<file path="config.mk">
export PLATFORM = sky130hd
export DESIGN_NAME = alu_muldiv_seq
export DESIGN_NICKNAME = d
export VERILOG_FILES = /design/src/rtl/alu_pkg.sv /design/src/rtl/muldiv_iter.sv /design/src/rtl/alu_muldiv_seq.sv
export SDC_FILE = /design/constraint.sdc
export NUM_CORES = 2
export LEC_CHECK = 0
export ABC_AREA = 1
export ABC_CLOCK_PERIOD_IN_PS = 3400
export BUFFER_PORTS_ARGS = -buffer_cell sky130_fd_sc_hd__buf_2
export CAP_MARGIN = 20
export CORE_MARGIN = 2
export CORE_UTILIZATION = 25
export DETAILED_ROUTE_END_ITERATION = 7
export GPL_TIMING_DRIVEN = 0
export PLACE_DENSITY = 0.44
export SLEW_MARGIN = 20
export SYNTH_ARGS = -nofsm -noshare
export SYNTH_HDL_FRONTEND = slang
export SYNTH_SLANG_ARGS = --single-unit
</file>
<file path="constraint.sdc">
create_clock -name clk -period 3.4 [get_ports clk]
set_clock_uncertainty 0.05 [all_clocks]
set_input_delay 0.17 -clock clk [delete_from_list [all_inputs] [get_ports clk]]
set_output_delay 0.17 -clock clk [all_outputs]
set_load 0.02 [all_outputs]
</file>
<file path="src/rtl/alu_pkg.sv">
// alu_pkg: definitions shared by the sequential ALU and the ALU control decoder.
//   - op_code values for every operation the unit recognises
//   - FSM state encoding of the top-level handshake controller
//   - small decode helpers used by the top level
package alu_pkg;

   localparam int OP_W = 5;

   localparam logic [OP_W-1:0] OP_AND   = 5'h00;
   localparam logic [OP_W-1:0] OP_OR    = 5'h01;
   localparam logic [OP_W-1:0] OP_ADD   = 5'h02;
   localparam logic [OP_W-1:0] OP_XOR   = 5'h03;
   localparam logic [OP_W-1:0] OP_SLL   = 5'h04;
   localparam logic [OP_W-1:0] OP_SUB   = 5'h06;
   localparam logic [OP_W-1:0] OP_SLT   = 5'h07;
   localparam logic [OP_W-1:0] OP_SRL   = 5'h08;
   localparam logic [OP_W-1:0] OP_SRA   = 5'h09;
   localparam logic [OP_W-1:0] OP_LUI   = 5'h0A;
   localparam logic [OP_W-1:0] OP_NOR   = 5'h0C;
   localparam logic [OP_W-1:0] OP_MULT  = 5'h10;
   localparam logic [OP_W-1:0] OP_MULTU = 5'h11;
   localparam logic [OP_W-1:0] OP_DIV   = 5'h12;
   localparam logic [OP_W-1:0] OP_DIVU  = 5'h13;
   localparam logic [OP_W-1:0] OP_MFHI  = 5'h14;
   localparam logic [OP_W-1:0] OP_MFLO  = 5'h15;
   localparam logic [OP_W-1:0] OP_MTHI  = 5'h16;
   localparam logic [OP_W-1:0] OP_MTLO  = 5'h17;

   typedef enum logic [1:0] {
      IDLE = 2'd0,   // accepting ops; single-cycle results appear the next cycle
      ITER = 2'd1,   // one radix-2 mul/div step per cycle
      FIX  = 2'd2    // sign correction, HI/LO write, result pulse
   } state_t;

   // Multi-cycle operations handled by muldiv_iter.
   function automatic logic op_is_muldiv(input logic [OP_W-1:0] op);
      return (op == OP_MULT) || (op == OP_MULTU) || (op == OP_DIV) || (op == OP_DIVU);
   endfunction

   // Signed variants of the multi-cycle operations.
   function automatic logic op_is_signed_md(input logic [OP_W-1:0] op);
      return (op == OP_MULT) || (op == OP_DIV);
   endfunction

   // Division variants of the multi-cycle operations.
   function automatic logic op_is_div(input logic [OP_W-1:0] op);
      return (op == OP_DIV) || (op == OP_DIVU);
   endfunction

endpackage

</file>
<file path="src/rtl/muldiv_iter.sv">
// muldiv_iter: iterative radix-2 multiply / restoring divide on operand magnitudes.
//
// Ports
//   clk, reset         clock, synchronous active-high reset (aborts any operation)
//   start              load operands and begin WIDTH iterations (ignored while busy)
//   is_div, is_signed  operation kind, sampled with start
//   a, b               operands, sampled with start
//   done               high during the final iteration cycle; hi/lo are final from
//                      the following cycle until the next start
//   hi, lo             sign-corrected result (product halves, or remainder/quotient)
//
// One WIDTH-bit accumulator (partial product high half / partial remainder) and
// one WIDTH-bit shift register (multiplier bits / dividend bits -> quotient) are
// shared by both operations; only the per-step update differs.
module muldiv_iter #(
   parameter int WIDTH = 32
) (
   input  logic             clk,
   input  logic             reset,
   input  logic             start,
   input  logic             is_div,
   input  logic             is_signed,
   input  logic [WIDTH-1:0] a,
   input  logic [WIDTH-1:0] b,
   output logic             done,
   output logic [WIDTH-1:0] hi,
   output logic [WIDTH-1:0] lo
);

   localparam int CNT_W = $clog2(WIDTH);
   localparam logic [CNT_W-1:0] LAST = CNT_W'(WIDTH - 1);

   logic             busy;
   logic [CNT_W-1:0] cnt;
   logic             div_op;
   logic [WIDTH-1:0] acc;
   logic [WIDTH-1:0] sreg;
   logic [WIDTH-1:0] mag_b;
   logic [WIDTH-1:0] a_raw;
   logic             neg_main;   // product or quotient must be negated
   logic             neg_rem;    // remainder takes the dividend's sign
   logic             div_zero;

   // Operand magnitudes at start.
   logic             a_neg, b_neg;
   logic [WIDTH-1:0] a_mag, b_mag;

   always_comb begin
      a_neg = is_signed & a[WIDTH-1];
      b_neg = is_signed & b[WIDTH-1];
      a_mag = a_neg ? (~a + 1'b1) : a;
      b_mag = b_neg ? (~b + 1'b1) : b;
   end

   // One iteration of each algorithm.
   logic [WIDTH:0]   mul_sum;
   logic [WIDTH-1:0] mul_acc_n, mul_sreg_n;
   logic [WIDTH:0]   div_shift;
   logic [WIDTH:0]   div_diff;
   logic             div_ge;
   logic [WIDTH-1:0] div_acc_n, div_sreg_n;

   always_comb begin
      // Shift-add, LSB first: the 2W-bit {acc, sreg} shifts right each step.
      mul_sum    = {1'b0, acc} + (sreg[0] ? {1'b0, mag_b} : '0);
      mul_acc_n  = mul_sum[WIDTH:1];
      mul_sreg_n = {mul_sum[0], sreg[WIDTH-1:1]};
      // Restoring divide, MSB first: dividend bits leave sreg at the top while
      // quotient bits enter at the bottom.
      div_shift  = {acc, sreg[WIDTH-1]};
      div_diff   = div_shift - {1'b0, mag_b};
      div_ge     = (div_shift >= {1'b0, mag_b});
      div_acc_n  = div_ge ? div_diff[WIDTH-1:0] : div_shift[WIDTH-1:0];
      div_sreg_n = {sreg[WIDTH-2:0], div_ge};
   end

   always_ff @(posedge clk) begin
      if (reset) begin
         busy     <= 1'b0;
         cnt      <= '0;
         div_op   <= 1'b0;
         acc      <= '0;
         sreg     <= '0;
         mag_b    <= '0;
         a_raw    <= '0;
         neg_main <= 1'b0;
         neg_rem  <= 1'b0;
         div_zero <= 1'b0;
      end else if (start && !busy) begin
         busy     <= 1'b1;
         cnt      <= '0;
         div_op   <= is_div;
         acc      <= '0;
         sreg     <= a_mag;
         mag_b    <= b_mag;
         a_raw    <= a;
         neg_main <= a_neg ^ b_neg;
         neg_rem  <= a_neg;
         div_zero <= is_div && (b == '0);
      end else if (busy) begin
         acc  <= div_op ? div_acc_n  : mul_acc_n;
         sreg <= div_op ? div_sreg_n : mul_sreg_n;
         cnt  <= cnt + 1'b1;
         if (cnt == LAST) begin
            busy <= 1'b0;
         end
      end
   end

   assign done = busy && (cnt == LAST);

   // Sign correction. The most-negative / -1 quotient needs no special case:
   // its magnitude 2^(WIDTH-1) negates back onto itself.
   logic [2*WIDTH-1:0] prod, prod_fix;

   always_comb begin
      prod     = {acc, sreg};
      prod_fix = neg_main ? (~prod + 1'b1) : prod;
      hi       = prod_fix[2*WIDTH-1:WIDTH];
      lo       = prod_fix[WIDTH-1:0];
      if (div_op) begin
         if (div_zero) begin
            hi = a_raw;
            lo = '1;
         end else begin
            hi = neg_rem  ? (~acc + 1'b1)  : acc;
            lo = neg_main ? (~sreg + 1'b1) : sreg;
         end
      end
   end

endmodule

</file>
<file path="src/rtl/alu_muldiv_seq.sv">
// alu_muldiv_seq: EX-stage ALU with single-cycle logic/shift/compare ops and an
// iterative MULT/MULTU/DIV/DIVU unit writing the architectural HI/LO pair.
//
// Ports
//   clk, reset   clock (rising edge), synchronous active-high reset
//   in_valid     op_code/src_a/src_b/shamt valid this cycle
//   in_ready     unit is IDLE and will accept an op
//   op_code      operation select (alu_pkg::OP_*)
//   src_a        rs operand
//   src_b        rt / immediate operand
//   shamt        shift amount
//   out_valid    one-cycle pulse: out_result/out_zero/out_err valid
//   out_result   result (LO for mul/div)
//   out_zero     src_a == src_b of the accepted op
//   out_err      op_code was undefined
//   hi_q, lo_q   architectural HI/LO
//
// Handshake: an op is accepted on a rising edge where in_valid && in_ready;
// operands are captured at that edge and later input changes are ignored.
// in_valid while in_ready is low is dropped, not queued. Each accepted op
// produces exactly one out_valid pulse: the next cycle for single-cycle ops,
// WIDTH+1 cycles after acceptance (the FIX cycle) for mul/div.
module alu_muldiv_seq
   import alu_pkg::*;
#(
   parameter int WIDTH   = 32,
   parameter int SHAMT_W = $clog2(WIDTH)
) (
   input  logic               clk,
   input  logic               reset,
   input  logic               in_valid,
   output logic               in_ready,
   input  logic [OP_W-1:0]    op_code,
   input  logic [WIDTH-1:0]   src_a,
   input  logic [WIDTH-1:0]   src_b,
   input  logic [SHAMT_W-1:0] shamt,
   output logic               out_valid,
   output logic [WIDTH-1:0]   out_result,
   output logic               out_zero,
   output logic               out_err,
   output logic [WIDTH-1:0]   hi_q,
   output logic [WIDTH-1:0]   lo_q
);

   state_t state, state_next;

   logic             accept;
   logic             is_md;
   logic [WIDTH-1:0] alu_res;
   logic             alu_err;

   logic             valid_r;
   logic [WIDTH-1:0] result_r;
   logic             zero_r;
   logic             err_r;
   logic [WIDTH-1:0] hi_r, lo_r;

   logic             md_done;
   logic [WIDTH-1:0] md_hi, md_lo;

   assign in_ready = (state == IDLE);
   assign accept   = in_valid && in_ready;
   assign is_md    = op_is_muldiv(op_code);

   // ---------------- handshake FSM ----------------
   always_ff @(posedge clk) begin
      if (reset) begin
         state <= IDLE;
      end else begin
         state <= state_next;
      end
   end

   always_comb begin
      state_next = state;
      case (state)
         IDLE:    if (accept && is_md) state_next = ITER;
         ITER:    if (md_done)         state_next = FIX;
         FIX:     state_next = IDLE;
         default: state_next = IDLE;
      endcase
   end

   // ---------------- single-cycle operations ----------------
   always_comb begin
      alu_res = '0;
      alu_err = 1'b0;
      case (op_code)
         OP_AND:  alu_res = src_a & src_b;
         OP_OR:   alu_res = src_a | src_b;
         OP_ADD:  alu_res = src_a + src_b;
         OP_XOR:  alu_res = src_a ^ src_b;
         OP_SLL:  alu_res = src_b << shamt;
         OP_SUB:  alu_res = src_a - src_b;
         OP_SLT:  alu_res = {{(WIDTH-1){1'b0}}, ($signed(src_a) < $signed(src_b))};
         OP_SRL:  alu_res = src_b >> shamt;
         OP_SRA:  alu_res = $signed(src_b) >>> shamt;
         OP_LUI:  alu_res = src_b << (WIDTH / 2);
         OP_NOR:  alu_res = ~(src_a | src_b);
         OP_MFHI: alu_res = hi_r;
         OP_MFLO: alu_res = lo_r;
         OP_MTHI: alu_res = src_a;
         OP_MTLO: alu_res = src_a;
         // Result comes from muldiv_iter in FIX.
         OP_MULT, OP_MULTU, OP_DIV, OP_DIVU: alu_res = '0;
         default: alu_err = 1'b1;
      endcase
   end

   // ---------------- iterative mul/div ----------------
   muldiv_iter #(
      .WIDTH (WIDTH)
   ) u_muldiv (
      .clk       (clk),
      .reset     (reset),
      .start     (accept && is_md),
      .is_div    (op_is_div(op_code)),
      .is_signed (op_is_signed_md(op_code)),
      .a         (src_a),
      .b         (src_b),
      .done      (md_done),
      .hi        (md_hi),
      .lo        (md_lo)
   );

   // ---------------- result and HI/LO registers ----------------
   always_ff @(posedge clk) begin
      if (reset) begin
         valid_r  <= 1'b0;
         result_r <= '0;
         zero_r   <= 1'b0;
         err_r    <= 1'b0;
         hi_r     <= '0;
         lo_r     <= '0;
      end else begin
         // Only single-cycle ops pulse from the register; mul/div pulse in FIX.
         valid_r <= accept && !is_md;
         if (accept) begin
            result_r <= alu_res;
            zero_r   <= (src_a == src_b);
            err_r    <= alu_err;
            if (op_code == OP_MTHI) hi_r <= src_a;
            if (op_code == OP_MTLO) lo_r <= src_a;
         end
         if (state == FIX) begin
            hi_r     <= md_hi;
            lo_r     <= md_lo;
            result_r <= md_lo;
         end
      end
   end

   // In FIX the corrected mul/div result is forwarded so HI/LO and out_result
   // change together with out_valid, matching the MTHI/MTLO timing. A reset in
   // that cycle suppresses the pulse because the op is being aborted.
   assign out_valid  = valid_r | ((state == FIX) && !reset);
   assign out_result = (state == FIX) ? md_lo : result_r;
   assign out_zero   = zero_r;
   assign out_err    = err_r;
   assign hi_q       = (state == FIX) ? md_hi : hi_r;
   assign lo_q       = (state == FIX) ? md_lo : lo_r;

endmodule

</file>
Word level (Yosys, flattened, before mapping)

Index checks and enable logic that the tools add are counted.
W data, S select, Z words.

$add $sub $neg: 10
$lt $le $gt $ge: 2
Equality and inequality tests: 24
Shift-type cells: 3
Mux-type cells: 34
Bitwise gates (word level): 13
Reductions and logical operators: 28

Operator list:

| cell                    | number |
|---|---|
| $mux W32                | 25 |
| $pmux W32 S14           | 1 |
| $not A32 Y32            | 5 |
| $add A32 B1 Y32 const B | 4 |
| $add A64 B1 Y64 const B | 1 |
| $mux W64                | 1 |
| $not A64 Y64            | 1 |
| $sub A32 B32 Y32        | 2 |
| $eq A5 B5 Y1 const B    | 9 |
| $add A32 B32 Y33        | 1 |
| $ge A33 B32 Y1          | 1 |
| $add A32 B32 Y32        | 1 |
| $and A32 B32 Y32        | 1 |
| $eq A32 B32 Y1          | 1 |
| $logic_not A32 Y1       | 1 |
| $lt A32 B32 Y1          | 1 |
| $or A32 B32 Y32         | 1 |
| $shl A32 B5 Y32         | 1 |
| $shr A32 B5 Y32         | 1 |
| $sshr A32 B5 Y32        | 1 |
| $xor A32 B32 Y32        | 1 |
| $eq A5 B4 Y1 const B    | 4 |
| $reduce_or A19 Y1       | 1 |
| $eq A5 B3 Y1 const B    | 3 |
| 21 further kinds        | 45 |

Flip-flop bits (word level): 239
Input port bits: 77
Output and inout bits: 100
Logic and storage cells: 131

Depth between registers and ports, before layout

Word-level depth: 7
Depth in mapped cells: 23

Hierarchy

From an unflattened synthesis, not the netlist that was laid out.

Cell total of the unflattened synthesis: 6065
Area total of the unflattened synthesis: 32208.4 µm²

By module, submodules not included:

| module         | times used | cells an instance | area an instance (µm²) | sequential area each (µm²) |
|---|---|---|---|---|
| alu_muldiv_seq | 1          | 3174              | 16205.5                | 2021.9 |
| muldiv_iter    | 1          | 2891              | 16002.8                | 2762.6 |

Worst setup path after synthesis

Ideal clock, no wire load.

Path kind: flip-flop to flip-flop
Start: register u_muldiv.sreg[0]
End: register u_muldiv.acc[17]
Library setup time: 0.109 ns
Arrival: 2.373 ns
Data required time: 3.241 ns
Setup slack: 0.868 ns
Cell stages (with the launch flop): 24
Path buffers: 2
Cell sequence: dfxtp_1 buf_6 clkbuf_1 nand2_1 inv_1 ha_1 inv_1 fa_1 inv_1 nand3_1 nand2_1 nand2_1 nand2_1 nand3_1 nand2_1 nand2_1 nand2_1 nand2_1 nand3_1 nand2_1 inv_1 nand3_1 nand2_1 inv_1

Cells in the longest elaborated chain, start to end: 3

Ends and longest elaborated chain:

| element                | RTL line           | source |
|---|---|---|
| from (decl)            | muldiv_iter.sv:37  | `logic [WIDTH-1:0] sreg;` |
| from (signal assigned) | muldiv_iter.sv:94  | `sreg <= a_mag;` |
| from (signal assigned) | muldiv_iter.sv:102 | `sreg <= div_op ? div_sreg_n : mul_sreg_n;` |
| $mux W32               | muldiv_iter.sv:65  | `mul_sum = {1'b0, acc} + (sreg[0] ? {1'b0, mag_b} : '0);` |
| $add A32 B32 Y33       | muldiv_iter.sv:65  |  |
| $mux W32               | muldiv_iter.sv:101 | `acc <= div_op ? div_acc_n : mul_acc_n;` |
| to (signal assigned)   | muldiv_iter.sv:101 |  |
| to (decl)              | muldiv_iter.sv:36  | `logic [WIDTH-1:0] acc;` |

Every way passes these cells.
A chain may end at the register's enable or synchronous reset.

Final worst setup path

Start: input port op_code[1]
End: register result_r[15]

Cells in the longest elaborated chain, start to end: 5
Elaborated cells between the ends (all ways): 19
Classes of those cells: eq/ne (14); mux (3); reduce/logical (2)

Ends and longest elaborated chain:

| element                           | RTL line              | source |
|---|---|---|
| from (decl)                       | alu_muldiv_seq.sv:33  | `input logic [OP_W-1:0] op_code,` |
| $eq A5 B5 Y1                      | alu_muldiv_seq.sv:88  | `case (op_code)` |
| $reduce_or A2 Y1 (no source line) | -                     |  |
| $pmux W32 S14 *                   | alu_muldiv_seq.sv:88  |  |
| $mux W32 *                        | alu_muldiv_seq.sv:138 | `if (accept) begin` |
| $mux W32 *                        | alu_muldiv_seq.sv:145 | `if (state == FIX) begin` |
| to (signal assigned)              | alu_muldiv_seq.sv:139 | `result_r <= alu_res;` |
| to (signal assigned)              | alu_muldiv_seq.sv:148 | `result_r <= md_lo;` |
| to (decl)                         | alu_muldiv_seq.sv:53  | `logic [WIDTH-1:0] result_r;` |

Mark *: on every way between the ends. The rest lies on a longest branch, timed or not. The select of a mux whose other input is x is not followed.

==> results_dict.tcl <==
set metrics [dict create \
    grt_usage_pct 37.4 \
    grt_pass1_wl_um 342000 \
    finalHoldViolCount 0 \
    p_int_w 0.00660 \
    grt_max_degree 12 \
    worst_pin_slew_ps 1250 \
    drive_gt1_share_pct 10.2 \
    avgSynthCellArea_um2 5.25 \
    fin_cells 8027 \
    fin_ws_ps -106 \
    hold_class "in2reg" \
    synth-seq-cells 239 \
    cts_tree "yes" \
    avgRoutedWirePerCell_um 31.6 \
    ys_seq_area_share_pct 15.0 \
    io_buffers 172 \
    yosysWarnings 0 \
    core-area_um2 127000 \
    ios 177 \
    period_minus_slack_ps 3510 \
    seq_power_share_pct 24.8 \
    grt_pass1_vias 42300 \
    insertion_delay_ps 600 \
    placedCellCount 7919 \
    utilization_pct 29.5 \
    worstReg2RegStart "u_muldiv.acc[2]" \
    max-slew-margin-rel_pct 16.3 \
    synth_cell_type_count 58 \
    gp_congestion 1.08 \
    rr_worst_depth 17 \
    ys.flop_type "dfxtp_1" \
    switching_share_pct 46.1 \
    dieArea_um2 131000 \
    whs_ps 21.1 \
    r2r_slack_ps 190 \
    clkPwrFrac_pct 33.6 \
    required_ps 3800 \
    critPathArrivalTime_ps 3900 \
    violations "negative setup slack" \
    outcome "finished, violations left" \
    fp.dieW_um 361 \
    clock_sinks 239 \
    cts.path.max_buffers 3 \
    h-tree-depth 2 \
    ir_drop_mv 0.300 \
    via_per_inst 5.59 \
    synth_edf_count 0 \
    fmax_mhz 285 \
    area_growth_pct 17.7 \
    crit_type "in2reg" \
    cp-startpoint "op_code[1]" \
    p_leak_nw 19.0 \
    antenna_left 0 \
    dr_total_vias 44900 \
    p_sw_w 0.00564 \
    nets 6590 \
    min_from "src_b[29]" \
    firstDrtPassIters 8 \
    combPwrFrac_pct 41.6 \
    p_per_area_nw_per_um2 326 \
    row_count 131 \
    place_hpwl_um 210000 \
    grt_overflow 0 \
    start_kind "input port" \
    grt_setup_unrepaired "yes" \
    start_util_pct 25.1 \
    fin_crit_sh_pct 103 \
    whs_path_depth 4 \
    cts_root_buffer "clkbuf_16" \
    crit_fanout 9 \
    drtIter0Drc 5566 \
    finalPower_w 0.0122 \
    synthCells 6081 \
    antenna_found_initial 22 \
    dpl_cell_area_um2 34900 \
    syn_area_um2 31900 \
    cts_made_buffers 35 \
    end_kind "register" \
    path_clk_slew_ps 60 \
    drc 0 \
    setup_viol 8 \
    cap_violations 0 \
    design_area_um2 37600 \
    num-fill-cells 15200 \
    final_max_slew_viol_count 0 \
    r2r_end "u_muldiv.acc[22]" \
    drt-total-wl_um 254000 \
    synth_fp_nets 6340 \
    holdPathEnd "u_muldiv.mag_b[29]" \
    die_y_um 361 \
    synthArstFlopShare_pct 0 \
]
## worst max path at each step
stage / to / depth (start not counted)
2_1_floorplan: u_muldiv.acc[17] / 23
5_1_grt: hi_q[13] / 8
3_5_place_dp: result_r[17] / 16
3_3_place_gp: result_r[17] / 16
4_1_cts: hi_q[13] / 13
6_report: result_r[15] / 15
## stage by stage
| stage | worst slack [ps] | TNS (ps) |
|---|---|---|
| 3_5_place_dp | -1180 | -23250 |
| 5_1_grt | -107 | -198 |
| 6_report | -106 | -374 |
| 2_1_floorplan | 868 | 0 |
| 4_1_cts | -30.6 | -93.1 |
| 3_3_place_gp | -1250 | -27260 |
## routing by layer
layer	track usage, %	part of all wire [%]
met4	24.5	7.7
met2	57.6	43
met3	7.62	9.6
met1	47.2	40
met5	1.11	0.095
## flip-flops by register name, indices dropped and copies added (netlist names)
register	cells
out_err	1
valid_r	1
u_muldiv.mag_b	32
state	2
hi_r	32
out_zero	1
u_muldiv.acc	32
u_muldiv.a_raw	32
u_muldiv.div_op	1
result_r	32
u_muldiv.cnt	5
u_muldiv.neg_rem	1
u_muldiv.busy	1
u_muldiv.sreg	32
lo_r	32
u_muldiv.div_zero	1
u_muldiv.neg_main	1
## cells in the mapped netlist (5+ instances only)
cell type  number  area share [%]
a22oi_1        11            0.26
o22ai_1        67             1.3
nor4_1         12            0.24
nor3_1         58            0.91
a21oi_1       364             5.7
nor2_4          7            0.25
ha_1          178             7.0
nor2_2         17            0.33
buf_2          58            0.91
nor2_1        661             7.8
buf_4           5            0.12
inv_2          22            0.26
clkinv_1        7           0.082
o221ai_1        9            0.25
inv_1         758             8.9
dfxtp_1       239              15
clkbuf_1      167             2.0
nand3_1       770              12
nand3b_1       28            0.66
and3_1          5           0.098
o21ai_1        14            0.22
nand4_1        93             1.8
a31oi_1        27            0.53
a211oi_1       10            0.24
a41oi_1         6            0.16
o211ai_1       42            0.99
and2_1         10            0.20
buf_1          31            0.36
nand2_1      1947              23
xor2_1         39             1.1
o21ai_0       344             5.4
o21bai_1       21            0.49
## worst max-delay path, cell delays in order
cell	delay, ps
dlygate4sd3_1	520
buf_2	310
inv_1	210
nand2_1	200
nor2_1	90
nand2_1	330
nand2_2	290
nand2_1	410
inv_2	200
o211ai_1	240
nand2_1	90
nor2_1	240
nand3_1	330
nand2_1	160
a21oi_1	70
## cells by family (layout without fill, tap and decap cells)
group	after synthesis	in the layout	synth area share, %
AND/OR/NAND/NOR	3629	3629	47.8
adder cells (fa/ha/maj)	182	182	7.23
AO/OA/AOI/OAI	941	941	16.2
flip-flops	239	239	15.0
buffers and inverters	1049	1324	12.6
other	0	9	0
XOR/XNOR	41	41	1.12
## cells in the final DEF, fill, tap and decap left out, drive strengths merged, types with 11 or more instances in the layout
master	synthesis	final
clkinvlp	0	12
o21ai	358	358
a21oi	364	364
buf	95	300
o211ai	42	42
a31oi	27	27
nor4	13	13
nand3b	28	28
nor2	685	685
o21bai	21	21
dlygate4sd3	0	11
a22oi	11	11
nand3	774	774
ha	178	178
inv	780	772
o22ai	67	67
nand4	94	94
dfxtp	239	239
nor3	59	59
nand2	1950	1950
xor2	39	39
clkbuf	167	213
## what timing repair did
action                                  CTS  global route
endpoints found under the setup margin  126           101
buffers inserted                         14            19
hold buffers                             11             0
resized for setup                       252           155
pin swaps                                 8            20
hold endpoints to repair                 10             0
## cell type report
class	count	area [um^2]	area share, %
Multi-Input combinational cell	4793	23900	63.6
Sequential cell	239	4830	12.9
Inverter	787	3010	8.00
Tap cell	1662	2080	5.53
Timing Repair Buffer	220	1340	3.56
Buffer	255	1150	3.06
Clock buffer	50	1020	2.72
Clock inverter	12	214	0.569
Antenna cell	9	22.5	0.0599
## power by group through the flow
stage	registers (W)	clock network, W	logic, W
CTS	0.00303	0.00413	0.00480
floorplan	0.00300	0	0.00266
finish	0.00304	0.00412	0.00509
detailed placement	0.00308	0	0.00463
global placement	0.00308	0	0.00466
global route	0.00304	0.00422	0.00537
Note: power is estimated with default switching activity, not from simulation.
